===== src/rtl/alu_mem_seq_pkg.sv =====
// Shared definitions for the alu_mem_seq command sequencer: command encodings,
// FSM state encoding, ALU function codes and small decode helpers.
package alu_mem_seq_pkg;

  typedef enum logic [1:0] {
    CMD_REG  = 2'd0,  // ALU result -> register file
    CMD_MEM  = 2'd1,  // ALU result -> RAM
    CMD_LOAD = 2'd2,  // RAM word -> register file
    CMD_RSVD = 2'd3   // reserved, completes with err
  } cmd_e;

  typedef enum logic [2:0] {
    ST_IDLE  = 3'd0,
    ST_FETCH = 3'd1,
    ST_EXEC  = 3'd2,
    ST_WB    = 3'd3,
    ST_DONE  = 3'd4
  } state_e;

  localparam logic [2:0] ALU_AND = 3'd0;
  localparam logic [2:0] ALU_OR  = 3'd1;
  localparam logic [2:0] ALU_XOR = 3'd2;
  localparam logic [2:0] ALU_NOR = 3'd3;
  localparam logic [2:0] ALU_ADD = 3'd4;
  localparam logic [2:0] ALU_SUB = 3'd5;
  localparam logic [2:0] ALU_SLT = 3'd6;
  localparam logic [2:0] ALU_SLL = 3'd7;

  localparam int LAT_W = 3;

  // Commands whose result targets the register file.
  function automatic logic cmd_writes_reg(input logic [1:0] op);
    return (op == CMD_REG) || (op == CMD_LOAD);
  endfunction

  // Commands that use the ALU result and are therefore subject to overflow.
  function automatic logic cmd_uses_alu(input logic [1:0] op);
    return (op == CMD_REG) || (op == CMD_MEM);
  endfunction

endpackage


===== src/rtl/alu_mem_seq_lat_cnt.sv =====
// RAM read latency down-counter: loads a start value, decrements while
// enabled and flags when it has reached zero.
module alu_mem_seq_lat_cnt
  import alu_mem_seq_pkg::*;
#(
  parameter int W = LAT_W
) (
  input  logic         clk,
  input  logic         rst,
  input  logic         load,
  input  logic [W-1:0] load_val,
  input  logic         dec,
  output logic         zero
);

  logic [W-1:0] cnt;

  // Load has priority over decrement; the counter saturates at zero.
  always_ff @(posedge clk or posedge rst) begin
    if (rst) begin
      cnt <= '0;
    end else if (load) begin
      cnt <= load_val;
    end else if (dec && (cnt != '0)) begin
      cnt <= cnt - {{(W-1){1'b0}}, 1'b1};
    end else begin
      cnt <= cnt;
    end
  end

  assign zero = (cnt == '0);

endmodule


===== src/rtl/alu_mem_seq.sv =====
// alu_mem_seq: sequences one REG / MEM / LOAD command at a time through
// IDLE -> FETCH -> EXEC -> WB -> DONE, driving register-file and RAM control.
// All outputs are registered.
// Optional feature: define ALU_MEM_SEQ_OVF_TRAP_EN to suppress the write-back
// strobe of REG/MEM commands that overflowed and report err instead.
module alu_mem_seq
  import alu_mem_seq_pkg::*;
#(
  parameter int RAM_RD_LAT = 1
) (
  input  logic       clk,
  input  logic       Reset,
  input  logic       start,
  input  logic [1:0] cmd_op,
  input  logic [2:0] alu_op,
  input  logic [4:0] ra,
  input  logic [4:0] rb,
  input  logic [4:0] rw,
  input  logic [5:0] mem_addr,
  input  logic       OF,
  input  logic       ZF,
  output logic [4:0] R_Addr_A,
  output logic [4:0] R_Addr_B,
  output logic [4:0] W_Addr,
  output logic       Write_Reg,
  output logic [2:0] ALU_OP,
  output logic       Mem_Write,
  output logic [5:0] Mem_Addr,
  output logic       busy,
  output logic       done,
  output logic       err,
  output logic       zf_q,
  output logic       of_q
);

`ifdef ALU_MEM_SEQ_OVF_TRAP_EN
  localparam logic TRAP_EN = 1'b1;
`else
  localparam logic TRAP_EN = 1'b0;
`endif

  // FETCH lasts RAM_RD_LAT cycles: the counter starts at RAM_RD_LAT-1 and
  // EXEC is entered from the FETCH cycle in which it reads zero.
  localparam logic [LAT_W-1:0] LAT_LOAD = LAT_W'(RAM_RD_LAT - 1);

  state_e     state;
  logic [1:0] cmd_l;
  logic [2:0] alu_l;
  logic [4:0] ra_l;
  logic [4:0] rb_l;
  logic [4:0] rw_l;

  logic cnt_load;
  logic cnt_dec;
  logic cnt_zero;
  logic ovf_trap_exec;
  logic ovf_trap_wb;
  logic wr_reg_next;
  logic wr_mem_next;
  logic err_next;

  alu_mem_seq_lat_cnt #(.W(LAT_W)) lat_cnt (
    .clk      (clk),
    .rst      (Reset),
    .load     (cnt_load),
    .load_val (LAT_LOAD),
    .dec      (cnt_dec),
    .zero     (cnt_zero)
  );

  // Decode of counter control, write strobes and completion error.
  always_comb begin
    cnt_load      = (state == ST_IDLE) && start;
    cnt_dec       = (state == ST_FETCH);
    // In EXEC the flag is still the live OF input; by WB it sits in of_q.
    ovf_trap_exec = TRAP_EN && OF && cmd_uses_alu(cmd_l);
    ovf_trap_wb   = TRAP_EN && of_q && cmd_uses_alu(cmd_l);
    wr_reg_next   = cmd_writes_reg(cmd_l) && !ovf_trap_exec;
    wr_mem_next   = (cmd_l == CMD_MEM) && !ovf_trap_exec;
    err_next      = (cmd_l == CMD_RSVD) || ovf_trap_wb;
  end

  // Command FSM with all outputs registered; strobes and done are one-cycle.
  always_ff @(posedge clk or posedge Reset) begin
    if (Reset) begin
      state     <= ST_IDLE;
      cmd_l     <= 2'd0;
      alu_l     <= 3'd0;
      ra_l      <= 5'd0;
      rb_l      <= 5'd0;
      rw_l      <= 5'd0;
      R_Addr_A  <= 5'd0;
      R_Addr_B  <= 5'd0;
      W_Addr    <= 5'd0;
      Write_Reg <= 1'b0;
      ALU_OP    <= 3'd0;
      Mem_Write <= 1'b0;
      Mem_Addr  <= 6'd0;
      busy      <= 1'b0;
      done      <= 1'b0;
      err       <= 1'b0;
      zf_q      <= 1'b0;
      of_q      <= 1'b0;
    end else begin
      Write_Reg <= 1'b0;
      Mem_Write <= 1'b0;
      done      <= 1'b0;
      case (state)
        ST_IDLE: begin
          if (start) begin
            cmd_l    <= cmd_op;
            alu_l    <= alu_op;
            ra_l     <= ra;
            rb_l     <= rb;
            rw_l     <= rw;
            Mem_Addr <= mem_addr;
            busy     <= 1'b1;
            err      <= 1'b0;
            state    <= ST_FETCH;
          end else begin
            state    <= ST_IDLE;
          end
        end
        ST_FETCH: begin
          if (cnt_zero) begin
            ALU_OP   <= alu_l;
            R_Addr_A <= ra_l;
            R_Addr_B <= rb_l;
            state    <= ST_EXEC;
          end else begin
            state    <= ST_FETCH;
          end
        end
        ST_EXEC: begin
          zf_q      <= (cmd_l == CMD_LOAD) ? 1'b0 : ZF;
          of_q      <= (cmd_l == CMD_LOAD) ? 1'b0 : OF;
          Write_Reg <= wr_reg_next;
          Mem_Write <= wr_mem_next;
          if (wr_reg_next) begin
            W_Addr  <= rw_l;
          end else begin
            W_Addr  <= W_Addr;
          end
          state     <= ST_WB;
        end
        ST_WB: begin
          done  <= 1'b1;
          err   <= err_next;
          state <= ST_DONE;
        end
        ST_DONE: begin
          busy  <= 1'b0;
          state <= ST_IDLE;
        end
        default: begin
          busy  <= 1'b0;
          state <= ST_IDLE;
        end
      endcase
    end
  end

endmodule


===== config.mk =====
export PLATFORM = sky130hd
export DESIGN_NAME = alu_mem_seq
export DESIGN_NICKNAME = d
export VERILOG_FILES = /design/src/rtl/alu_mem_seq_pkg.sv /design/src/rtl/alu_mem_seq_lat_cnt.sv /design/src/rtl/alu_mem_seq.sv
export SDC_FILE = /design/constraint.sdc
export NUM_CORES = 1
export LEC_CHECK = 0
export CAP_MARGIN = 20
export CORE_MARGIN = 2
export CORE_UTILIZATION = 35
export DETAILED_ROUTE_END_ITERATION = 16
export PLACE_DENSITY = 0.65
export REMOVE_ABC_BUFFERS = 1
export SLEW_MARGIN = 20
export SYNTH_ARGS = -nofsm -noshare
export SYNTH_HDL_FRONTEND = slang
export SYNTH_SLANG_ARGS = --single-unit
export TNS_END_PERCENT = 5

===== constraint.sdc =====
create_clock -name clk -period 3.9 [get_ports clk]
set_input_delay 0.585 -clock clk [delete_from_list [all_inputs] [get_ports clk]]
set_output_delay 0.585 -clock clk [all_outputs]
set_load 0.05 [all_outputs]

# Word-level counts from Yosys, hierarchy flattened
# Cells that the tools add are included.
op_classes:
  add_sub_neg: 1
  n_eq_ne: 7
  muxes: 14
  bitwise_logic: 1
  n_reduce_logical: 15
ops:
  columns: ["cell", "n"]
  rows:
  - ["case mux 3 bit (4 select lines)", 1]
  - ["AND reduction 2 bit", 5]
  - ["2-to-1 mux 1 bit", 8]
  - ["== test 3 x 2 -> 1 bit, second input constant", 2]
  - ["zero test 3 bit", 2]
  - ["2-to-1 mux 3 bit", 2]
  - ["== test 2 bit, second input constant", 2]
  - ["case mux 1 bit (2 select lines)", 2]
  - ["nonzero test 2 bit", 2]
  - ["== test 3 x 1 -> 1 bit, second input constant", 1]
  - ["nonzero test 3 bit", 1]
  - ["OR reduction 3 bit", 1]
  - ["subtractor 3 x 1 -> 3 bit, second input constant", 1]
  - ["== test 2 x 1 -> 1 bit, second input constant", 1]
  - ["logical AND 1 bit", 2]
  - ["zero test 2 bit", 1]
  - ["2-to-1 mux 2 bit", 1]
  - ["inequality test 2 bit, second input constant", 1]
  - ["logical OR 1 bit", 1]
  - ["NOT 1 bit", 1]
word_totals:
  regBits: 57
  input_bits: 31

# Longest topological paths before layout
depth:
  ltp_word: 4
  depth_mapped: 6

# Cells and area by module
# A second synthesis with hierarchy kept.
unflattened:
  hier_cells: 147
  hier_area_um2: 2222.1
by_module_without_submodules:
  columns: ["module", "n_inst", "cells_each", "area_per_inst_um2", "seq_area_each_um2"]
  rows:
  - ["alu_mem_seq", 1, 127, 2010.7, 1326.3]
  - ["alu_mem_seq_lat_cnt", 1, 20, 211.5, 75.1]

# Worst setup path before layout
# OpenSTA, ideal clock, no wires.
synth_timing:
  path_type: "flip-flop to flip-flop"
  start: "register done (netlist name)"
  end: "register W_Addr[0]"
  setup_time_ns: 0.125
  arrival_ns: 1.640
  setup_slack_ns: 2.135
  path_stages_with_launch: 5
  path_buffers: 1
  cell_sequence: "dfrtp_1 -> or3b_1 -> buf_6 -> nor2_8 -> mux2_4"
synth_lines:
  columns: ["item", "line", "text"]
  rows:
  - ["end signal, assigned", "alu_mem_seq.sv:140", "W_Addr <= rw_l;"]
  - ["end signal, assigned", "alu_mem_seq.sv:142", "W_Addr <= W_Addr;"]
  - ["end, declared", "alu_mem_seq.sv:24", "output logic [4:0] W_Addr,"]

# Final worst setup path
layout_timing:
  start: "register done"
  end: "output port done"
layout_lines:
  columns: ["item", "line", "text"]
  rows:
  - ["start, declared", "alu_mem_seq.sv:30", "output logic done,"]
  - ["start signal, assigned", "alu_mem_seq.sv:100", "done <= 1'b0;"]
  - ["start signal, assigned", "alu_mem_seq.sv:107", "done <= 1'b0;"]
  - ["start signal, assigned", "alu_mem_seq.sv:147", "done <= 1'b1;"]
# No word-level cell between the ends.

==> PnR_summary.wiki <==
{| class="wikitable"
! Metric !! Value
|-
| Number of cells produced by synthesis || 198
|-
| Clk pin slew, worst setup/hold paths || 0.11 ns
|-
| Setup clock skew after layout || 0.0125 ns
|-
| Starting Density || 35.6%
|-
| Most frequent cells in the layout || nand2_1 (84), clkdlybuf4s50_1 (61), dfrtp_1 (56)
|-
| Setup bufs post-CTS || 0
|-
| Critical path arrival || 1.70 ns
|-
| Antenna-violating nets left || 0
|-
| Maxcap violations || 0
|-
| Maximum number of pins on one net before global-route repair || 46
|-
| Core Box Area || 6280 um2
|-
| Startpoint type of the worst setup path || flop
|-
| Post-synth top area cell || dfrtp_1
|-
| Cell-by-cell listing of the critical path || clkdlybuf4s50_1
|-
| Post-synth top area share || 62.7%
|-
| Syn-to-layout area delta || 34.1%
|-
| Total die area || 7040 um2
|-
| Post-Place Worst Slack || 1.60 ns
|-
| WP buf/inv || 1
|-
| Vert. Die Dim || 83.9 um
|-
| Hold-fix buffer count after cts || 0
|-
| Placed Cells || 330
|-
| Power density over the cells || 898 nW/um2
|-
| Count of final setup violators || 0
|-
| Buffers from clock root to sink, at most || 2
|-
| Dominant delay contributor by cell family on the critical path || buffers and inverters
|-
| Most common cell after layout, fill and taps aside || nand2_1
|-
| Total negative slack || 0 ns
|-
| Library cells used by synthesis || 27
|-
| Period minus WS final || 2.29 ns
|-
| Clock root buffer || clkbuf_8
|-
| CTS Sinks || 56
|-
| Period utilization || 58.6%
|-
| Syn Area/Cell || 11.3 um2
|-
| TritonCTS clock tree || built
|-
| CP max stage cell || clkdlybuf4s50_1
|-
| DPL Wire Length || 2.82 mm
|-
| DIE WIDTH || 83.9 um
|-
| Antenna violations before repair || 0
|-
| Resized cells post-CTS || 0
|-
| Total wirelength of the detailed-routed design || 4.15 mm
|-
| Required time of the worst setup path || 3.31 ns
|-
| Max FO, Critical Path || 9
|-
| Routed length per placed instance || 12.3 um
|-
| IO buf count || 61
|-
| Wire length of the first global-routing pass || 7.10 mm
|-
| Finished Layout Cells || 338
|-
| Sequential cell area fraction in the yosys report || 62.7%
|-
| Gr usage total || 12.6%
|-
| Vias in the first global route || 1,523
|-
| Worst-case headroom to the max-slew limit || 38.1%
|-
| Number of vias after detailed routing || 1,518
|-
| Kind of critical path || reg2out
|-
| Synth area leaders || dfrtp_1 (63%), nand2_1 (14%), mux2_2 (6.5%), mux2_4 (3.4%), buf_6 (1.5%)
|-
| Row count || 29
|-
| Number of warnings issued by yosys || 0
|-
| Post-route DRC || 0
|-
| Number of design-rule violations left by the first detailed-router iteration || 119
|-
| Syn Std Cell Area || 2240 um2
|-
| RSZ-0062 raised after global routing || false
|-
| Top-level port count || 62
|-
| Largest stage delay on the critical path || 0.86 ns
|-
| Result of the run || complete, no violations
|-
| Leakage dissipation || 1.42 nW
|-
| Setup WS post-layout || 1.61 ns
|-
| Actual slew at the worst max-slew pin || 0.928 ns
|-
| Average via count per standard cell || 4.49
|-
| Fraction of layout cells with a size suffix above 1 || 12.6%
|-
| Gr ovfl total || 0
|-
| Detailed-router iteration count before antenna repair || 2
|-
| Register bit total from synthesis || 56
|-
| Post-detailed-placement cell area || 2900 um2
|-
| Antenna Cells || 0
|-
| Fin. max-slew vios || 0
|-
| Total CTS buffers || 5
|-
| Maximum level of the CTS H-tree || 2
|-
| Count of final hold-check violations || 0
|-
| Max Clk Rate || 437 MHz
|-
| VDD IR max || 0.392 mV
|-
| Routability Congestion || 0.660
|-
| PnR Total Power || 2.69 mW
|-
| Clock Latency Late Sink || 0.31 ns
|-
| Endpoint type of the worst setup path || output port
|-
| Nets || 293
|-
| Worst hold-check path type || reg2reg
|-
| Cell area after layout || 3000 um2
|}
## per-stage QoR
stage	util (%)	hold WS [ns]
final	47.8	0.477
after floorplan	-	0.440
after global placement	46.2	0.451
after global routing	47.8	0.498
after CTS	47.8	0.482
after detailed placement	46.2	0.459
## kinds of logic after synthesis
logic type	count (synthesis)	synth area share, %
simple gates	99	20.3
compound gates	9	2.46
buf+inv	14	3.58
flops	56	62.7
fa+ha+maj	2	1.12
mux	18	9.90
## path summary, 6_finish.rpt
check | start | end | slack, ns | cells after the start
worst min register to register | alu_l[2] | alu_l[2] | 0.48 | 2
max in group asynchronous | Reset | W_Addr[3] | 2.40 | 3
worst min-delay path | alu_l[2] | alu_l[2] | 0.48 | 2
worst max-delay path | done | done | 1.61 | 1
worst max register to register | lat_cnt.cnt[0] | lat_cnt.cnt[2] | 2.10 | 6
min in group asynchronous | Reset | done | 0.80 | 2
## metal layers
metal,global-route usage [%],wire length (um),vias to the layer above
li1,-,-,755
met1,15.4,1920,721
met2,21.4,1950,35
met3,3.96,216,7
met4,3.52,57,0
met5,0,0,-
## synthesized netlist by cell type
master,n
and2_1,1
buf_2,4
o2bb2ai_1,2
and3_1,1
clkbuf_1,1
o21bai_1,1
or4b_1,1
nand3_1,3
inv_1,6
a21oi_1,1
nand3b_1,1
buf_6,3
mux2_4,5
or4b_4,1
o21ai_1,1
o21ai_0,4
nor2_1,1
mux2_2,13
nor4b_4,1
or3b_2,1
ha_1,2
nand2b_1,1
nand2_1,84
nor3b_1,1
nor2_8,1
or3b_1,1
dfrtp_1,56
## cell type report
class | count | area [um2]
Clock buffer | 6 | 82.6
Sequential cell | 56 | 1400
Timing Repair Buffer | 63 | 626
Fill cell | 611 | 3280
Inverter | 6 | 22.5
Tap cell | 77 | 96.3
Clock inverter | 2 | 15.0
Multi-Input combinational cell | 128 | 754
## power breakdown
part / switching (mW) / internal (mW) / total, mW / leakage [nW]
Combinational: 0.838 / 0.521 / 1.36 / 0.671
Clock: 0.188 / 0.144 / 0.332 / 0.0434
Sequential: 0.163 / 0.838 / 1.00 / 0.704
## state kept, by name, summed over array words and instances, names as in the netlist, 2 cells and up
signal / count
state: 2
alu_l: 3
ALU_OP: 3
W_Addr: 5
Mem_Addr: 6
R_Addr_B: 5
lat_cnt.cnt: 3
cmd_l: 2
rw_l: 5
R_Addr_A: 5
rb_l: 5
ra_l: 5
No activity file was read; power rests on OpenSTA's default activity.
